### config.mk
export PLATFORM = sky130hd
export DESIGN_NAME = lz_token_decoder_flat
export DESIGN_NICKNAME = d
export VERILOG_FILES = /design/src/rtl/lz_pkg.sv /design/src/rtl/lz_token_decoder_if.sv /design/src/rtl/lz_search_window.sv /design/src/rtl/lz_token_decoder.sv /design/src/flat_wrapper.sv
export SDC_FILE = /design/constraint.sdc
export NUM_CORES = 1
export LEC_CHECK = 0
export ABC_CLOCK_PERIOD_IN_PS = 3100
export BUFFER_PORTS_ARGS = -buffer_cell sky130_fd_sc_hd__buf_4
export CAP_MARGIN = 20
export CORE_ASPECT_RATIO = 1.2
export CORE_MARGIN = 2
export CORE_UTILIZATION = 65
export DETAILED_ROUTE_END_ITERATION = 8
export PLACE_DENSITY = 0.86
export SLEW_MARGIN = 20
export SYNTH_ARGS = -nofsm -noshare
export SYNTH_HDL_FRONTEND = slang
export SYNTH_HIERARCHICAL = 1
export SYNTH_SLANG_ARGS = --single-unit
### constraint.sdc
create_clock -name clk -period 3.1 [get_ports clk]
set_input_delay 0.155 -clock clk [delete_from_list [all_inputs] [get_ports clk]]
set_output_delay 0.155 -clock clk [all_outputs]
set_load 0.02 [all_outputs]
### src/rtl/lz_pkg.sv
// rtl/lz_pkg.sv - shared constants, token field widths and decoder state type
package lz_pkg;

    localparam int SEARCH_LEN = 9;
    localparam int MAX_MATCH  = 7;
    localparam int OFF_W      = 4;
    localparam int LEN_W      = 4;
    localparam int CHAR_W     = 8;

    localparam logic [CHAR_W-1:0] END_CHAR = 8'h24;

    typedef enum logic [1:0] {
        IDLE,
        COPY,
        LIT,
        DONE
    } state_t;

endpackage

### src/rtl/lz_token_decoder_if.sv
// rtl/lz_token_decoder_if.sv - token input and character output bundle for the decoder
// Ports (signals):
//   token_valid/token_offset/token_len/token_char : token from upstream encoder
//   busy     : decoder cannot accept a token this cycle
//   valid    : char_out holds a decoded character
//   char_out : decoded character
//   finish   : sticky, terminator has been emitted
// master = token source / character sink, slave = decoder.
interface lz_token_decoder_if;
    import lz_pkg::*;

    logic              token_valid;
    logic [OFF_W-1:0]  token_offset;
    logic [LEN_W-1:0]  token_len;
    logic [CHAR_W-1:0] token_char;
    logic              busy;
    logic              valid;
    logic [CHAR_W-1:0] char_out;
    logic              finish;

    modport master (
        output token_valid, token_offset, token_len, token_char,
        input  busy, valid, char_out, finish
    );

    modport slave (
        input  token_valid, token_offset, token_len, token_char,
        output busy, valid, char_out, finish
    );

endinterface

### src/rtl/lz_search_window.sv
// rtl/lz_search_window.sv - sliding window of recently emitted characters
// Ports:
//   clk, reset (async, active-high) : clock / clears every entry to 0
//   shift_en : push shift_in into entry 0, oldest entry drops out
//   shift_in : character to push
//   rd_idx   : read index, 0 = newest; indices >= DEPTH read 0
//   rd_data  : combinational read data
module lz_search_window
    import lz_pkg::*;
#(
    parameter int DEPTH = SEARCH_LEN
) (
    input  logic              clk,
    input  logic              reset,
    input  logic              shift_en,
    input  logic [CHAR_W-1:0] shift_in,
    input  logic [OFF_W-1:0]  rd_idx,
    output logic [CHAR_W-1:0] rd_data
);

    logic [CHAR_W-1:0] win [DEPTH];

    always_ff @(posedge clk or posedge reset) begin
        if (reset) begin
            for (int i = 0; i < DEPTH; i++) begin
                win[i] <= '0;
            end
        end else if (shift_en) begin
            win[0] <= shift_in;
            for (int i = 1; i < DEPTH; i++) begin
                win[i] <= win[i-1];
            end
        end
    end

    always_comb begin
        rd_data = '0;
        if (int'(rd_idx) < DEPTH) begin
            rd_data = win[rd_idx];
        end
    end

endmodule

### src/rtl/lz_token_decoder.sv
// rtl/lz_token_decoder.sv - LZ77 token decoder, one output character per cycle
// Ports:
//   clk   : clock
//   reset : asynchronous, active-high; clears outputs, state and window
//   bus   : slave side of lz_token_decoder_if (token in, characters out)
// Parameters:
//   SEARCH_LEN : window depth in characters
//   END_CHAR   : terminator literal; emitting it parks the decoder in DONE
module lz_token_decoder #(
    parameter int          SEARCH_LEN = lz_pkg::SEARCH_LEN,
    parameter logic [7:0]  END_CHAR   = lz_pkg::END_CHAR
) (
    input  logic              clk,
    input  logic              reset,
    lz_token_decoder_if.slave bus
);
    import lz_pkg::*;

    state_t            state, state_nxt;
    logic [OFF_W-1:0]  off, off_nxt;
    logic [LEN_W-1:0]  cnt, cnt_nxt;
    logic [CHAR_W-1:0] lit, lit_nxt;

    logic              busy_r, busy_nxt;
    logic              valid_r, valid_nxt;
    logic [CHAR_W-1:0] char_r, char_nxt;
    logic              finish_r, finish_nxt;

    logic              shift_en;
    logic [CHAR_W-1:0] shift_in;
    logic [CHAR_W-1:0] win_rd;

    // The offset is held for the whole copy: the window shifts under it,
    // which is what makes overlapping copies replay correctly.
    lz_search_window #(
        .DEPTH (SEARCH_LEN)
    ) u_window (
        .clk      (clk),
        .reset    (reset),
        .shift_en (shift_en),
        .shift_in (shift_in),
        .rd_idx   (off),
        .rd_data  (win_rd)
    );

    always_ff @(posedge clk or posedge reset) begin
        if (reset) begin
            state    <= IDLE;
            off      <= '0;
            cnt      <= '0;
            lit      <= '0;
            busy_r   <= 1'b0;
            valid_r  <= 1'b0;
            char_r   <= '0;
            finish_r <= 1'b0;
        end else begin
            state    <= state_nxt;
            off      <= off_nxt;
            cnt      <= cnt_nxt;
            lit      <= lit_nxt;
            busy_r   <= busy_nxt;
            valid_r  <= valid_nxt;
            char_r   <= char_nxt;
            finish_r <= finish_nxt;
        end
    end

    always_comb begin
        state_nxt  = state;
        off_nxt    = off;
        cnt_nxt    = cnt;
        lit_nxt    = lit;
        valid_nxt  = 1'b0;
        char_nxt   = char_r;
        finish_nxt = finish_r;
        shift_en   = 1'b0;
        shift_in   = lit;

        case (state)
            IDLE: begin
                if (bus.token_valid) begin
                    off_nxt   = bus.token_offset;
                    cnt_nxt   = bus.token_len;
                    lit_nxt   = bus.token_char;
                    state_nxt = (bus.token_len != '0) ? COPY : LIT;
                end
            end
            COPY: begin
                shift_en  = 1'b1;
                shift_in  = win_rd;
                char_nxt  = win_rd;
                valid_nxt = 1'b1;
                cnt_nxt   = cnt - 1'b1;
                if (cnt == 4'd1) begin
                    state_nxt = LIT;
                end
            end
            LIT: begin
                shift_en  = 1'b1;
                shift_in  = lit;
                char_nxt  = lit;
                valid_nxt = 1'b1;
                if (lit == END_CHAR) begin
                    state_nxt  = DONE;
                    finish_nxt = 1'b1;
                end else begin
                    state_nxt = IDLE;
                end
            end
            DONE: begin
            end
            default: begin
                state_nxt = IDLE;
            end
        endcase

        // busy is registered, so it is high exactly while the decoder is not IDLE.
        busy_nxt = (state_nxt != IDLE);
    end

    assign bus.busy     = busy_r;
    assign bus.valid    = valid_r;
    assign bus.char_out = char_r;
    assign bus.finish   = finish_r;

endmodule

### src/flat_wrapper.sv
// flat-port wrapper written by rule: the top's interface ports become plain ports
module lz_token_decoder_flat import lz_pkg::*;
#(
    parameter int          SEARCH_LEN = lz_pkg::SEARCH_LEN,
    parameter logic [7:0]  END_CHAR   = lz_pkg::END_CHAR
)
  (clk, reset, bus_token_valid, bus_token_offset, bus_token_len, bus_token_char, bus_busy, bus_valid, bus_char_out, bus_finish);
  lz_token_decoder_if bus_i ();
  input  logic clk;
  input  logic reset;
  input wire logic [$bits(bus_i.token_valid)-1:0] bus_token_valid;
  input wire logic [$bits(bus_i.token_offset)-1:0] bus_token_offset;
  input wire logic [$bits(bus_i.token_len)-1:0] bus_token_len;
  input wire logic [$bits(bus_i.token_char)-1:0] bus_token_char;
  output wire logic [$bits(bus_i.busy)-1:0] bus_busy;
  output wire logic [$bits(bus_i.valid)-1:0] bus_valid;
  output wire logic [$bits(bus_i.char_out)-1:0] bus_char_out;
  output wire logic [$bits(bus_i.finish)-1:0] bus_finish;
  assign bus_i.token_valid = bus_token_valid;
  assign bus_i.token_offset = bus_token_offset;
  assign bus_i.token_len = bus_token_len;
  assign bus_i.token_char = bus_token_char;
  assign bus_busy = bus_i.busy;
  assign bus_valid = bus_i.valid;
  assign bus_char_out = bus_i.char_out;
  assign bus_finish = bus_i.finish;
  lz_token_decoder #(.SEARCH_LEN(SEARCH_LEN), .END_CHAR(END_CHAR)) u_core (.clk(clk), .reset(reset), .bus(bus_i));
endmodule
==> flow_metrics.py, run 1 <==
metrics = {
    "power_and_ir_drop": {
        "power_frac_comb_pct": 2.2,
        "p_int_mw": 1.79,
        "powerDensity_nw_per_um2": 430,
        "p_sw_uw": 494,
        "max-vdd-ir-drop_uv": 405,
        "p_leak_nw": 2.48,
        "pwr-share-seq_pct": 57.5,
        "p_clk_share_pct": 40.3,
        "power.total_mw": 2.29,
        "p_sw_share_pct": 21.6,
    },
    "layout": {
        "antenna-diode-count": 0,
        "area_growth_pct": 10.6,
        "drive_gt1_share_pct": 40.2,
        "nets": 416,
        "instances_no_fill": 486,
        "utilization_pct": 73.6,
    },
    "synth": {
        "synth_nets": 391,
        "async_reset_ff_share_pct": 100,
        "ys_seq_elements": 101,
        "avgSynthCellArea_um2": 13.1,
        "ys_warn_count": 6,
        "synth.cell_area_um2": 4810,
        "synth_cells": 366,
        "synth_edf_count": 0,
        "ys_types": 39,
        "seq_area_frac_synth_pct": 52.5,
        "synth_ff_type": "dfrtp_1",
    },
    "timing": {
        "hold_viol_final": 0,
        "max-slew-margin-rel_pct": 43.1,
        "setup-tns-final_ps": 0,
        "period_minus_slack_ps": 2450,
        "final.setup.worst_slack_ps": 653,
        "worst_pin_slew_ps": 854,
        "fmax_mhz": 409,
        "finalMaxSlewViolations": 0,
        "rsz0062_at_grt": "false",
        "setup_violations": 0,
        "fin_skew_ps": 9.60,
        "fin_crit_sh_pct": 79.0,
    },
    "worst_setup_path": {
        "crit_path_start_kind": "flop",
        "slowest_stage": "dfrtp_2",
        "arrival_ps": 2700,
        "path_buf_inv": 0,
        "cpLargestDelayFamily": "multiplexers",
        "required_ps": 3350,
        "cp_cell_sequence": "mux4_2 > nand2b_1 > a22o_1 > mux2_2 > mux2_2",
        "cp.depth": 5,
        "cp_slowest_stage_delay_ps": 830,
        "worst_path_most_repeated_cell": "mux2_2",
        "critical_path_class": "reg2reg",
        "reg2reg_depth": 5,
        "crit_fanout": 24,
        "end_kind": "flop",
    },
    "cts": {
        "clkTransAtPathRegs_ps": 100,
        "numCtsBuffers": 9,
        "post_cts_buffers": 0,
        "clk_path_buf_depth": 2,
        "clock-sinks": 101,
        "clk-insertion-delay-late_ps": 360,
        "cts_tree": "done",
        "cts-root-buf": "clkbuf_8",
        "cts_htree_levels": 3,
    },
    "place": {
        "pre_cts_ws_ps": 704,
        "gp_congestion": 0.831,
        "numPortBuffers": 29,
        "placed_cells": 468,
        "place_hpwl_um": 6110,
    },
    "routing": {
        "vias": 3038,
        "drt_first_pass_iters": 4,
        "drcViolationCount": 0,
        "ant_nets": 0,
        "first_iter_violations": 170,
        "vias_per_cell": 6.25,
        "wl_per_cell_um": 19.2,
        "wl_um": 9310,
    },
    "global_routing": {
        "grt_max_degree": 68,
        "grt_pass1_vias": 3040,
        "grt_pass1_wl_um": 15100,
        "antenna_found_initial": 0,
        "overflow": 0,
        "groute.usage.overall_pct": 24.7,
    },
    "floorplanning": {
        "num_rows": 34,
        "die_w_um": 82.5,
        "io_pins": 30,
        "start_util_pct": 66.5,
        "core_um2": 7230,
        "die_y_um": 98.2,
        "dieArea_um2": 8110,
    },
    "flow_run": {
        "max_cap_viol_count": 0,
    },
    "worst_hold_path": {
        "hold_path_class": "in2reg",
        "holdPathStages": 2,
    },
    "outcome": {
        "outcome": "finished clean",
    },
}
-- cells in the mapped netlist (2+ instances only) --
cell | n | area share, %
nor2b_1 | 2 | 0.26
and2_1 | 8 | 1.0
buf_6 | 3 | 0.70
a21oi_1 | 22 | 2.3
clkbuf_1 | 7 | 0.55
mux2i_1 | 38 | 7.9
a22oi_1 | 7 | 1.1
nor2_1 | 12 | 0.94
o21ai_0 | 6 | 0.62
o22ai_1 | 2 | 0.26
ha_1 | 6 | 1.6
buf_2 | 9 | 0.94
mux2_2 | 92 | 22
nand3_1 | 11 | 1.1
buf_4 | 3 | 0.47
a31o_2 | 6 | 1.1
nand2_1 | 2 | 0.16
o32ai_1 | 2 | 0.36
dfrtp_1 | 101 | 53
inv_1 | 7 | 0.55
nand2b_1 | 2 | 0.26
-- what timing repair did --
item | 4_1_cts | 5_1_grt
hold buffers | 2 | 0
gates resized for setup | 0 | 0
setup endpoints to repair | 0 | 0
endpoints found under the hold margin | 35 | 0
-- final cells by class --
type                    count  area (µm²)
flip-flops and latches    101        2530
multi-input cells         235        2140
fillers                   470        1910
repair buffers             37         295
clock buffers               9         124
well taps                  90         113
clock inverters             7        97.6
inverters                   7        26.3
-- metal layers --
metal	global-route usage (%)	share of wire, %	vias to the layer above
met1	34.9	45	1550
met3	4.81	4.8	16
met2	38.2	48	84
met5	0	0	-
li1	-	-	1388
met4	8.32	2.0	0
-- final timing paths --
check / slack (ps) / start / endpoint
hold reg to reg: 480 / u_core/bus.finish / u_core/bus.finish
setup / recovery: 650 / u_core/off[0] / u_core/u_window/win[69]
hold / removal: 20 / bus_token_char[3] / u_core/lit[3]
max in group asynchronous: 1840 / reset / u_core/u_window/win[44]
min in group asynchronous: 210 / reset / u_core/u_window/win[33]
setup reg to reg: 650 / u_core/off[0] / u_core/u_window/win[69]
-- stage by stage --
step                      hold slack (ps)  instance area (µm²)
after floorplan                       233                 4810
after global placement               45.6                 5080
after detailed placement             49.2                 5080
after CTS                            3.44                 5320
after global routing                 5.19                 5320
final                                16.2                 5320
-- power by group through the flow --
stage / Sequential (mW) / Combinational, mW / Clock, mW
5_1_grt: 1.32 / 0.0571 / 1.00
4_1_cts: 1.32 / 0.0517 / 0.942
6_report: 1.32 / 0.0496 / 0.922
2_1_floorplan: 1.34 / 0.0204 / 0
3_3_place_gp: 1.34 / 0.0479 / 0
3_5_place_dp: 1.34 / 0.0495 / 0
-- kinds of logic (layout without fill, tap and decap cells) --
family                   count (synthesis)  count (layout)  share of synthesized area [%]
multiplexers                           131             131                           29.9
AO/OA/AOI/OAI                           55              55                           7.75
flip-flops                             101             101                           52.5
adder cells (fa/ha/maj)                  6               6                           1.56
buffers and inverters                   30              60                           3.28
AND/OR/NAND/NOR                         43              43                           4.97
-- flip-flops by register name (all words and copies together), names as in the netlist --
register             cells
u_core/u_window/win     72
u_core/bus.finish        1
u_core/bus.busy          1
u_core/cnt               4
u_core/bus.valid         1
u_core/state             2
u_core/lit               8
u_core/bus.char_out      8
u_core/off               4
-- layout by cell type, fill, tap and decap left out, types with 5 or more instances in the layout --
master | Yosys | layout
and2_1 | 8 | 8
nand3_1 | 11 | 11
inv_1 | 7 | 6
a21oi_1 | 22 | 22
buf_4 | 3 | 34
clkbuf_8 | 0 | 9
o21ai_0 | 6 | 6
a22oi_1 | 7 | 7
dfrtp_1 | 101 | 100
ha_1 | 6 | 5
mux2_2 | 92 | 92
nor2_1 | 12 | 12
a31o_2 | 6 | 6
mux2i_1 | 38 | 38
No activity file was read; power rests on OpenSTA's default activity.
==> inputs of run 2 (changes only) <==
ABC_AREA = 1   (was unset)
ABC_CLOCK_PERIOD_IN_PS = 2400   (was 3100)
CORE_UTILIZATION = 61   (was 65)
PLACE_DENSITY = 0.81   (was 0.86)
clock period = 2.4 ns   (was 3.1 ns; I/O delays follow)
==> flow_metrics.py, run 2 <==
metrics = {
    "cts": {
        "cts_tree": "done",
        "cts_htree_levels": 3,
        "hold_buffers": 12,
        "clk-insertion-delay-late_ps": 360,
        "cts-root-buf": "clkbuf_8",
        "numCtsBuffers": 9,
        "clkTransAtPathRegs_ps": 100,
        "cts.repair.resized": 0,
        "post_cts_buffers": 0,
        "clk_path_buf_depth": 2,
        "clock-sinks": 101,
    },
    "global_routing": {
        "grt_pass1_wl_um": 18800,
        "antenna_found_initial": 0,
        "overflow": 0,
        "groute.usage.overall_pct": 27.4,
        "grt_pass1_vias": 4111,
        "grt_max_degree": 42,
    },
    "timing": {
        "fin_skew_ps": 7.67,
        "worst_pin_slew_ps": 728,
        "rsz0062_at_grt": "false",
        "fmax_mhz": 490,
        "max-slew-margin-rel_pct": 51.5,
        "finalMaxSlewViolations": 0,
        "fin_crit_sh_pct": 85.0,
        "hold_viol_final": 0,
        "setup-tns-final_ps": 0,
        "hold_slack_ps": 32.5,
        "period_minus_slack_ps": 2040,
        "setup_violations": 0,
    },
    "worst_setup_path": {
        "end_kind": "flop",
        "worst_path_most_repeated_cell": "nand2_1",
        "reg2reg_to": "u_core/u_window/win[71]",
        "required_ps": 2650,
        "critical_path_class": "reg2reg",
        "crit_fanout": 18,
        "crit_path_start_kind": "flop",
        "arrival_ps": 2290,
        "cp_cell_sequence": "inv_2 > nand3_1 > nand3_1 > nand2_1 > nand2_1 > nand2_1 > nand2_1 > o21ai_0 > mux2_2",
        "slowest_stage": "dfrtp_1",
        "r2r_start": "u_core/off[1]",
        "cp_slowest_stage_delay_ps": 660,
        "reg2reg_slack_ps": 360,
        "reg2reg_depth": 9,
    },
    "synth": {
        "async_reset_ff_share_pct": 100,
        "synth_cells": 606,
        "seq_area_frac_synth_pct": 51.8,
        "ys_seq_elements": 101,
        "yosysTopAreaCell": "dfrtp_1",
        "synth_nets": 631,
        "ys_types": 28,
        "synthTopCellsByArea": "dfrtp_1, nand2_1, nand3_1, o21ai_0, inv_1",
        "avgSynthCellArea_um2": 8.05,
        "yosys-top-cells-count": "nand2_1, dfrtp_1, nand3_1, inv_1, o21ai_0",
        "synth_edf_count": 0,
        "synth_top_area_share_pct": 51.8,
        "synth_ff_type": "dfrtp_1",
        "ys_warn_count": 6,
        "yosysMostFrequentCell": "nand2_1",
        "synth.cell_area_um2": 4880,
    },
    "routing": {
        "ant_nets": 0,
        "drcViolationCount": 0,
        "vias": 4183,
        "drt_first_pass_iters": 5,
        "first_iter_violations": 385,
        "vias_per_cell": 5.68,
        "wl_um": 11200,
        "wl_per_cell_um": 15.1,
    },
    "layout": {
        "top_register": "u_core/u_window/win",
        "largest_reg_flops": 72,
        "nets": 665,
        "fill_cells": 576,
        "area_growth_pct": 11.6,
        "antenna-diode-count": 0,
        "utilization_pct": 70.7,
        "layout_commonest_cell": "nand2_1",
        "drive_gt1_share_pct": 12.1,
        "final_cell_mix": "nand2_1, dfrtp_1, nand3_1",
    },
    "worst_hold_path": {
        "hold_path_startpoint": "bus_token_len[1]",
        "whs_endpoint": "u_core/cnt[1]",
        "hold_path_class": "in2reg",
        "holdPathStages": 3,
    },
    "floorplanning": {
        "start_util_pct": 63.3,
        "io_pins": 30,
        "die_y_um": 102,
        "die_w_um": 85.7,
        "num_rows": 35,
        "core_um2": 7710,
        "dieArea_um2": 8740,
    },
    "flow_run": {
        "max_cap_viol_count": 0,
    },
    "place": {
        "gp_congestion": 0.883,
        "numPortBuffers": 29,
        "place_hpwl_um": 7310,
    },
    "power_and_ir_drop": {
        "p_leak_nw": 2.71,
        "powerDensity_nw_per_um2": 1590,
        "max-vdd-ir-drop_uv": 1430,
    },
    "outcome": {
        "outcome": "finished clean",
    },
}
run 2: changes by cell type in the layout (fill, tap and decap cells not counted), sizes merged, moves of 7 or more:
cell,delta
nand2,+186
a31o,-7
a21oi,+7
inv,+54
mux2,-85
nor2,+29
and2,-8
nand3,+52
dlygate4sd3,+10
o21ai,+53
mux2i,-38
buf,+8
run 2: kinds of logic after synthesis:
kind of cell,after synthesis,share of synthesized area [%]
AND/OR/NAND/NOR,295,24.6
AO/OA/AOI/OAI,101,11.1
flip-flops,101,51.8
buffers and inverters,95,9.13
multiplexers,7,1.62
adder cells (fa/ha/maj),6,1.54
XOR/XNOR,1,0.179
run 2: worst max-delay path: cells and delay by family (launching register included):
kind                   cells  cell delay [ps]
AO/OA/AOI/OAI              1               90
buffers and inverters      1              380
flip-flops                 1              660
multiplexers               1              280
AND/OR/NAND/NOR            6              510
run 2: routing by layer:
| layer | up-vias | track usage (%) | part of all wire [%] |
|---|---|---|---|
| li1 | 1991 | - | - |
| met3 | 33 | 5.49 | 5.7 |
| met2 | 164 | 43.9 | 49 |
| met4 | 0 | 13.6 | 3.4 |
| met5 | - | 0 | 0 |
| met1 | 1995 | 36.1 | 42 |
run 2: cell type report:
class                           count  area (µm²)  share of cell area [%]
Clock buffer                       10         128                    2.34
Sequential cell                   101        2530                    46.4
Clock inverter                      6        63.8                    1.17
Timing Repair Buffer               55         455                    8.36
Multi-Input combinational cell    410        1920                    35.2
Inverter                           63         239                    4.39
Tap cell                           92         115                    2.11
run 2: power by group:
group	total (mW)	switching (mW)	leakage, nW	internal [mW]
Combinational	4.36	2.76	1.39	1.61
Clock	1.06	0.584	0.0923	0.481
Sequential	3.24	0.651	1.22	2.59
Total	8.67	3.99	2.71	4.68
run 2: per-stage QoR:
step	total power, mW	cells	setup slack [ps]	area (µm²)
after detailed placement	7.51	709	431	5140
final	8.67	737	359	5450
after global placement	7.30	709	471	5140
after global routing	9.41	737	214	5450
after floorplan	6.43	606	455	4880
after CTS	8.62	737	409	5450
run 2: how the worst max path moves through the flow:
stage                     cells after the start          start                       to  slack, ps
after detailed placement                      9  u_core/off[1]  u_core/u_window/win[71]        430
after global routing                         10  u_core/off[1]  u_core/u_window/win[70]        210
after floorplan                               1          reset   u_core/u_window/win[0]        460
after CTS                                     9  u_core/off[1]  u_core/u_window/win[71]        410
after global placement                       10  u_core/off[1]  u_core/u_window/win[70]        470
final                                         9  u_core/off[1]  u_core/u_window/win[71]        360
==> inputs of run 3 (changes only) <==
ABC_CLOCK_PERIOD_IN_PS = 2550   (was 2400)
CORE_UTILIZATION = 65   (was 61)
PLACE_DENSITY = 0.85   (was 0.81)
SKIP_CTS_REPAIR_TIMING = 1   (was unset)
clock period = 2.55 ns   (was 2.4 ns; I/O delays follow)
==> flow_metrics.py, run 3 (synthesized netlist as in run 2, its figures left out) <==
metrics = {
    "outcome": {
        "outcome": "finished clean",
    },
    "power_and_ir_drop": {
        "power_frac_comb_pct": 49.2,
        "p_clk_share_pct": 13.5,
        "p_leak_nw": 2.70,
        "power.total_mw": 8.28,
        "p_sw_mw": 3.76,
        "p_sw_share_pct": 45.4,
        "p_int_mw": 4.52,
        "powerDensity_nw_per_um2": 1520,
        "max-vdd-ir-drop_uv": 1370,
        "pwr-share-seq_pct": 37.3,
    },
    "global_routing": {
        "antenna_found_initial": 0,
        "grt_pass1_vias": 3824,
        "overflow": 0,
        "grt_max_degree": 73,
        "grt_pass1_wl_um": 17900,
        "groute.usage.overall_pct": 26.9,
    },
    "worst_setup_path": {
        "end_kind": "flop",
        "cpLargestDelayFamily": "flip-flops",
        "worst_path_most_repeated_cell": "nand2_1",
        "crit_start": "u_core/off[1]",
        "slowest_stage": "dfrtp_1",
        "critical_path_class": "reg2reg",
        "path_buf_inv": 1,
        "r2r_start": "u_core/off[1]",
        "cp_cell_sequence": "inv_2 > nand3_1 > nand3_1 > nand2_1 > nand2_1 > nand2_1 > nand2_1 > nand2_1 > nand2_1 > o21ai_0",
        "required_ps": 2830,
        "crit_path_start_kind": "flop",
        "cp_slowest_stage_delay_ps": 840,
        "reg2reg_slack_ps": 470,
        "crit_fanout": 18,
        "arrival_ps": 2360,
    },
    "floorplanning": {
        "die_y_um": 98.9,
        "io_pins": 30,
        "die_w_um": 83.1,
        "core_um2": 7270,
        "dieArea_um2": 8220,
        "start_util_pct": 67.1,
        "num_rows": 34,
    },
    "place": {
        "gp_congestion": 0.828,
        "numPortBuffers": 29,
        "place_hpwl_um": 7060,
        "placed_area_um2": 5120,
        "placed_cells": 705,
    },
    "cts": {
        "clk-insertion-delay-late_ps": 360,
        "clock-sinks": 101,
        "cts_tree": "done",
        "numCtsBuffers": 9,
        "clkTransAtPathRegs_ps": 90,
        "clk_path_buf_depth": 2,
        "cts-root-buf": "clkbuf_8",
        "cts_htree_levels": 3,
    },
    "flow_run": {
        "max_cap_viol_count": 0,
    },
    "timing": {
        "fmax_mhz": 480,
        "period_minus_slack_ps": 2080,
        "hold_slack_ps": 0.174,
        "worst_pin_slew_ps": 886,
        "fin_skew_ps": 10.8,
        "max-slew-margin-rel_pct": 40.9,
        "finalMaxSlewViolations": 0,
        "hold_viol_final": 0,
        "setup-tns-final_ps": 0,
        "rsz0062_at_grt": "false",
        "setup_violations": 0,
        "fin_crit_sh_pct": 81.8,
    },
    "layout": {
        "layout_commonest_cell": "nand2_1",
        "top_register": "u_core/u_window/win",
        "nets": 661,
        "final_cell_mix": "nand2_1, dfrtp_1, nand3_1",
        "area_growth_pct": 11.6,
        "drive_gt1_share_pct": 11.9,
        "antenna-diode-count": 0,
        "instances_no_fill": 731,
        "fin_area_um2": 5450,
        "largest_reg_flops": 72,
    },
    "routing": {
        "ant_nets": 0,
        "drcViolationCount": 0,
        "wl_um": 11100,
        "wl_per_cell_um": 15.2,
        "vias": 4164,
        "vias_per_cell": 5.70,
        "drt_first_pass_iters": 5,
        "first_iter_violations": 484,
    },
    "worst_hold_path": {
        "hold_path_startpoint": "bus_token_char[0]",
        "hold_path_class": "in2reg",
    },
}
==> run 3: per-stage QoR <==
stage	utilization, %	setup WS [ps]
5_1_grt	74.9	322
6_report	74.9	465
2_1_floorplan	-	598
3_5_place_dp	70.4	564
4_1_cts	73.5	520
3_3_place_gp	70.4	617
==> run 3: per-layer routing <==
metal,part of all wire [%],up-vias,track usage (%),wire (µm)
li1,-,1985,-,-
met3,6.1,27,4.10,673
met5,0,-,0,0
met2,50,139,44.7,5550
met1,42,2013,36.2,4630
met4,2.2,0,10.3,249
==> run 3: power groups by stage <==
stage	combinational (mW)	sequential, mW	clock, mW
5_1_grt	4.57	3.17	1.20
3_5_place_dp	3.95	3.07	0
4_1_cts	3.99	3.07	1.13
6_report	4.07	3.09	1.12
3_3_place_gp	3.74	3.06	0
2_1_floorplan	3.12	2.93	0
==> run 3: area by class of cell <==
type / count / area [µm²]
clock inverters: 5 / 83.8
multi-input cells: 410 / 1920
inverters: 63 / 239
repair buffers: 51 / 420
fillers: 491 / 1830
flip-flops and latches: 101 / 2530
well taps: 90 / 113
clock buffers: 11 / 141
==> run 3: path summary, 6_finish.rpt <==
path                                                 to  cells after the start
worst max-delay path            u_core/u_window/win[70]                     10
worst min-delay path                      u_core/lit[0]                      3
worst max register to register  u_core/u_window/win[70]                     10
worst min register to register        u_core/bus.finish                      2
max in group asynchronous       u_core/u_window/win[65]                      4
min in group asynchronous                 u_core/lit[4]                      4
==> run 3: worst min-delay path, stage by stage <==
cell	delay [ps]
buf_4	80
nand2_1	40
o21ai_0	70
